File: src/rtl/flash_read_arbiter.sv
// Read-only controller for an x16 parallel NOR flash shared by two octabyte requesters.
// Port 0 is instruction fetch, port 1 is data load; each octabyte is four big-endian halfwords.
module flash_read_arbiter #(
    parameter int unsigned ADDR_W         = 22,
    parameter int unsigned WAIT_CYCLES    = 5,
    parameter int unsigned RST_CYCLES     = 25,
    parameter int unsigned RECOVER_CYCLES = 10
) (
    input  logic              clk,
    input  logic              reset,
    input  logic              m0_req,
    input  logic [ADDR_W-3:0] m0_addr,
    output logic              m0_ack,
    output logic [63:0]       m0_rdata,
    input  logic              m1_req,
    input  logic [ADDR_W-3:0] m1_addr,
    output logic              m1_ack,
    output logic [63:0]       m1_rdata,
    output logic              busy,
    output logic [ADDR_W-1:0] flash_addr,
    input  logic [15:0]       flash_dq_in,
    output logic              flash_ce_n,
    output logic              flash_oe_n,
    output logic              flash_we_n,
    output logic              flash_rst_n
);

    localparam int unsigned MaxRr  = (RST_CYCLES > RECOVER_CYCLES) ? RST_CYCLES : RECOVER_CYCLES;
    localparam int unsigned CntMax = (MaxRr > WAIT_CYCLES) ? MaxRr : WAIT_CYCLES;
    localparam int unsigned CntW   = $clog2(CntMax + 1);

    localparam logic [CntW-1:0] RstLast  = CntW'(RST_CYCLES - 1);
    localparam logic [CntW-1:0] RecLast  = CntW'(RECOVER_CYCLES - 1);
    localparam logic [CntW-1:0] WaitLast = CntW'(WAIT_CYCLES - 1);

    typedef enum logic [2:0] {StRstHold, StRecover, StIdle, StAccess, StAck} state_e;

    state_e            state_q, state_d;
    logic [CntW-1:0]   cnt_q, cnt_d;
    logic [1:0]        k_q, k_d;
    logic              grant_q, grant_d;
    logic              last_grant_q, last_grant_d;
    logic [ADDR_W-3:0] addr_q, addr_d;
    logic [47:0]       asm_q, asm_d;
    logic [63:0]       m0_rdata_q, m0_rdata_d;
    logic [63:0]       m1_rdata_q, m1_rdata_d;
    logic              pick;

    // Round-robin only matters on a tie; otherwise the lone requester wins.
    assign pick = (m0_req && m1_req) ? ~last_grant_q : m1_req;

    always_ff @(posedge clk) begin
        if (reset) begin
            state_q      <= StRstHold;
            cnt_q        <= '0;
            k_q          <= '0;
            grant_q      <= 1'b0;
            last_grant_q <= 1'b1;
            addr_q       <= '0;
            asm_q        <= '0;
            m0_rdata_q   <= '0;
            m1_rdata_q   <= '0;
        end else begin
            state_q      <= state_d;
            cnt_q        <= cnt_d;
            k_q          <= k_d;
            grant_q      <= grant_d;
            last_grant_q <= last_grant_d;
            addr_q       <= addr_d;
            asm_q        <= asm_d;
            m0_rdata_q   <= m0_rdata_d;
            m1_rdata_q   <= m1_rdata_d;
        end
    end

    always_comb begin
        state_d      = state_q;
        cnt_d        = cnt_q;
        k_d          = k_q;
        grant_d      = grant_q;
        last_grant_d = last_grant_q;
        addr_d       = addr_q;
        asm_d        = asm_q;
        m0_rdata_d   = m0_rdata_q;
        m1_rdata_d   = m1_rdata_q;
        unique case (state_q)
            StRstHold: begin
                if (cnt_q == RstLast) begin
                    state_d = StRecover;
                    cnt_d   = '0;
                end else begin
                    cnt_d = cnt_q + CntW'(1);
                end
            end
            StRecover: begin
                if (cnt_q == RecLast) begin
                    state_d = StIdle;
                    cnt_d   = '0;
                end else begin
                    cnt_d = cnt_q + CntW'(1);
                end
            end
            StIdle: begin
                if (m0_req || m1_req) begin
                    grant_d      = pick;
                    last_grant_d = pick;
                    addr_d       = pick ? m1_addr : m0_addr;
                    k_d          = '0;
                    cnt_d        = '0;
                    state_d      = StAccess;
                end
            end
            StAccess: begin
                if (cnt_q == WaitLast) begin
                    cnt_d = '0;
                    k_d   = k_q + 2'd1;
                    unique case (k_q)
                        2'd0: asm_d[47:32] = flash_dq_in;
                        2'd1: asm_d[31:16] = flash_dq_in;
                        2'd2: asm_d[15:0]  = flash_dq_in;
                        2'd3: begin
                            // Last halfword bypasses the assembly register so rdata is
                            // already valid during the ack cycle.
                            if (grant_q) m1_rdata_d = {asm_q, flash_dq_in};
                            else         m0_rdata_d = {asm_q, flash_dq_in};
                            state_d = StAck;
                        end
                    endcase
                end else begin
                    cnt_d = cnt_q + CntW'(1);
                end
            end
            StAck:   state_d = StIdle;
            default: state_d = StRstHold;
        endcase
    end

    always_comb begin
        busy        = 1'b1;
        flash_rst_n = 1'b1;
        flash_ce_n  = 1'b1;
        flash_oe_n  = 1'b1;
        flash_addr  = '0;
        m0_ack      = 1'b0;
        m1_ack      = 1'b0;
        unique case (state_q)
            StRstHold: flash_rst_n = 1'b0;
            StIdle:    busy = 1'b0;
            StAccess: begin
                flash_ce_n = 1'b0;
                flash_oe_n = 1'b0;
                flash_addr = {addr_q, k_q};
            end
            StAck: begin
                m0_ack = ~grant_q;
                m1_ack = grant_q;
            end
            default: ;
        endcase
    end

    assign flash_we_n = 1'b1;
    assign m0_rdata   = m0_rdata_q;
    assign m1_rdata   = m1_rdata_q;

endmodule
File: config.mk
export PLATFORM = sky130hd
export DESIGN_NAME = flash_read_arbiter
export DESIGN_NICKNAME = d
export VERILOG_FILES = /design/src/rtl/flash_read_arbiter.sv
export SDC_FILE = /design/constraint.sdc
export NUM_CORES = 1
export LEC_CHECK = 0
export CORE_ASPECT_RATIO = 1.1
export CORE_MARGIN = 2
export CORE_UTILIZATION = 48
export DETAILED_ROUTE_END_ITERATION = 6
export GPL_TIMING_DRIVEN = 0
export PLACE_DENSITY_LB_ADDON = 0.08
export SLEW_MARGIN = 25
export SYNTH_ARGS = -nofsm -noshare
export SYNTH_HDL_FRONTEND = slang
export SYNTH_SLANG_ARGS = --single-unit
File: constraint.sdc
create_clock -name clk -period 2 [get_ports clk]
set_input_delay 0.4 -clock clk [delete_from_list [all_inputs] [get_ports clk]]
set_output_delay 0.4 -clock clk [all_outputs]
set_load 0.02 [all_outputs]
==> results.sh <==
export IMPL_die_x_um=127
export IMPL_grt_pass1_vias=6914
export IMPL_holdCritPathClass="reg -> reg"
export IMPL_grt_max_degree=15
export IMPL_rows=49
export IMPL_dp_hpwl_um=16500
export IMPL_dpl_cell_area_um2=10300
export IMPL_firstDrtPassIters=5
export IMPL_start_util_pct=48.8
export IMPL_hold_buffers=0
export IMPL_maxSlewHeadroom_pct=40.0
export IMPL_fin_area_um2=11300
export IMPL_power_density_nw_per_um2=738
export IMPL_netlist_top_cells_area="dfxtp_1, nand2_1, a21oi_1"
export IMPL_clockBufferDepth=3
export IMPL_gp_congestion=0.782
export IMPL_period_share_pct=103
export IMPL_drtAntennaViolNets=0
export IMPL_synth_compound_gate_area_share_pct=15.4
export IMPL_rsz0062_at_grt="true"
export IMPL_yosys_area_top_type="dfxtp_1"
export IMPL_violations="negative setup slack"
export IMPL_critPathKind="reg -> out"
export IMPL_grt_pass1_wl_um=36300
export IMPL_synth_xor_xnor_area_share_pct=0
export IMPL_layout_drive_gt1_share_pct=13.4
export IMPL_coreArea_um2=16200
export IMPL_drt_iter0_markers=597
export IMPL_ys_types=44
export IMPL_diodes=0
export IMPL_path_max_fanout=6
export IMPL_vias=7485
export IMPL_tightest_slew_ps=900
export IMPL_syn_nets=1045
export IMPL_cp_slowest_cell="dfxtp_4"
export IMPL_synthAdderAreaFrac_pct=1.10
export IMPL_reg2regPathDepth=8
export IMPL_status="finished, violations left"
export IMPL_seq_area_frac_synth_pct=52.5
export IMPL_area_growth_pct=42.1
export IMPL_drc_errors=0
export IMPL_vias_per_cell=5.18
export IMPL_fin_util_pct=69.4
export IMPL_worst_ep_required_time_ps=1600
export IMPL_fmax_ghz=0.486
export IMPL_muxShareOfSynthArea_pct=2.90
export IMPL_port_buffers=214
export IMPL_finalMaxSlewViolations=0
export IMPL_synth_top_area_share_pct=52.5
export IMPL_wl_um=23500
export IMPL_synth_seq_cells=208
export IMPL_ir_worst_vdd_uv=583
export IMPL_grt_use_total_pct=25.5
export IMPL_crit_arrival_ps=1660
export IMPL_nNetsFinal=1294
export IMPL_async_flop_share_pct=0
export IMPL_avgSynthCellArea_um2=8.11
export IMPL_synth_area_um2=7940
export IMPL_clk_pin_slew_ps=60
export IMPL_leakagePower_nw=3.94
export IMPL_synth_simple_area_share_pct=22.9
export IMPL_fin_ws_ps=-56.9
export IMPL_r2r_slack_ps=80
export IMPL_ys_warn_count=0
export IMPL_die_h_um=139
export IMPL_fin_crit_ps=2060
export IMPL_hold_viol=0
export IMPL_cts_tree="done"
export IMPL_cp_start_kind="flop"
export IMPL_r2r_end="cnt_q[3]"
export IMPL_cp_cell_sequence="and3b_2 -> buf_8 -> clkbuf_16 -> and2_4 -> buf_6"
export IMPL_fillerInstances=1340
export IMPL_rr_startpoint="cnt_q[0]"
export IMPL_grt_overflow_total=0
export IMPL_layoutNonFillerInstCount=1444
export IMPL_dpl_worst_slack_ps=-613
export IMPL_hold_start="m0_rdata[39]"
export IMPL_worstHoldEndpoint="m0_rdata[39]"
export IMPL_synth_top_family_by_area="simple AND/OR/NAND/NOR gates"
export IMPL_avgRoutedWirePerCell_um=16.3
export IMPL_slowest_delay_ps=350
export IMPL_dieArea_um2=17600
export IMPL_grt_antenna_before_repair=0
export IMPL_hold_depth=2
export IMPL_root_buffer="clkbuf_16"
export IMPL_pin_count=217
export IMPL_finalClockSkew_ps=9.47
export IMPL_synth_edf_count=0
export IMPL_placed_cells=1396
export IMPL_clk_latency_ps=490
export IMPL_end_kind="output pin"
export IMPL_synth_ff_type="dfxtp_1"
export IMPL_crit_start="state_q[1]"
export IMPL_maxCapViolCount=0
export IMPL_syn_inst=978
export IMPL_h_tree_depth=1
export IMPL_clock_sinks=208
export IMPL_setup_violations=20
export IMPL_cts_buffers_inserted=21
[cell usage in the layout (no fill, tap or decap), types with 7 or more instances in the layout]
cell	Yosys	routed
clkbuf_16	0	23
dfxtp_1	208	203
clkbuf_1	27	31
mux2i_1	23	23
ha_1	7	7
buf_6	1	24
clkdlybuf4s50_1	0	186
and2_4	0	19
nand2_1	360	360
nor2_1	27	25
a21oi_1	181	181
buf_4	8	26
a211oi_1	20	20
buf_2	40	30
[metrics by stage]
step | setup TNS [ps] | hold WS, ps | total power [W]
floorplan | 0 | 437 | 0.00437
global placement | -19350 | 441 | 0.00457
detailed placement | -20190 | 445 | 0.00457
CTS | -1400 | 454 | 0.00835
global route | -1400 | 466 | 0.00854
finish | -737 | 451 | 0.00833
[synthesized netlist by cell type, types with 2 or more instances]
cell type / number
nand2_1: 360
dfxtp_1: 208
a21oi_1: 181
buf_2: 40
clkbuf_1: 27
nor2_1: 27
mux2i_1: 23
a211oi_1: 20
and2_1: 20
buf_4: 8
ha_1: 7
inv_1: 6
nand3_1: 6
and3_1: 5
a2111oi_2: 3
a31oi_1: 3
inv_2: 3
nand3_2: 3
nand4_1: 2
nand4b_1: 2
[layout make-up]
cell class	count	area, µm²	share of cell area, %
clock buffer	29	576	5.10
inverter	9	33.8	0.300
sequential	208	4180	37.0
clock inverter	7	87.6	0.777
tap	204	255	2.26
timing repair buffer	228	2250	20.0
buffer	74	440	3.91
multi-input combinational	685	3460	30.6
[power breakdown]
part           internal [W]  switching, W  total (W)
Combinational      0.000146      0.000183   0.000329
Clock               0.00227       0.00158    0.00385
Sequential          0.00415    0.00000559    0.00415
Total               0.00656       0.00177    0.00833
[how the worst max path moves through the flow]
stage	endpoint	slack [ps]
floorplan	flash_addr[12]	250
global placement	flash_addr[16]	-590
detailed placement	flash_addr[18]	-610
CTS	flash_addr[2]	-80
global route	flash_addr[18]	-80
finish	flash_addr[18]	-60
[cells by family (layout without fill, tap and decap cells)]
group                    Yosys count  in the layout
AO/OA/AOI/OAI                    218            218
adder cells (fa/ha/maj)            7              7
buffers and inverters             85            347
flip-flops                       208            208
multiplexers                      23             23
other                              1              1
AND/OR/NAND/NOR                  436            436
[routing by layer]
metal  track usage, %  wire, µm  up-vias
li1                 -         -     3707
met3             6.44      1920       46
met2             42.4     11400      285
met5                0         0        -
met4             9.54       760        0
met1             31.9      9430     3447
[registers in the layout, summed over array words and instances, names as in the netlist]
| signal | flops |
|---|---|
| grant_q | 1 |
| state_q | 3 |
| k_q | 2 |
| asm_q | 48 |
| cnt_q | 5 |
| addr_q | 20 |
| m1_rdata | 64 |
| m0_rdata | 64 |
| last_grant_q | 1 |
[what timing repair did]
| item | in CTS | in global routing |
|---|---|---|
| cloned | 0 | 2 |
| pin swaps | 4 | 21 |
| hold endpoints to repair | 0 | 0 |
| buffers inserted | 7 | 5 |
| setup endpoints to repair | 88 | 125 |
| resized for setup | 180 | 31 |
[critical path, delay by kind of cell, from the launching register on]
kind	cells	cell delay, ps
buffers and inverters	3	420
and+or+nand+nor	2	390
DFF	1	350
No activity file was read; power rests on OpenSTA's default activity.
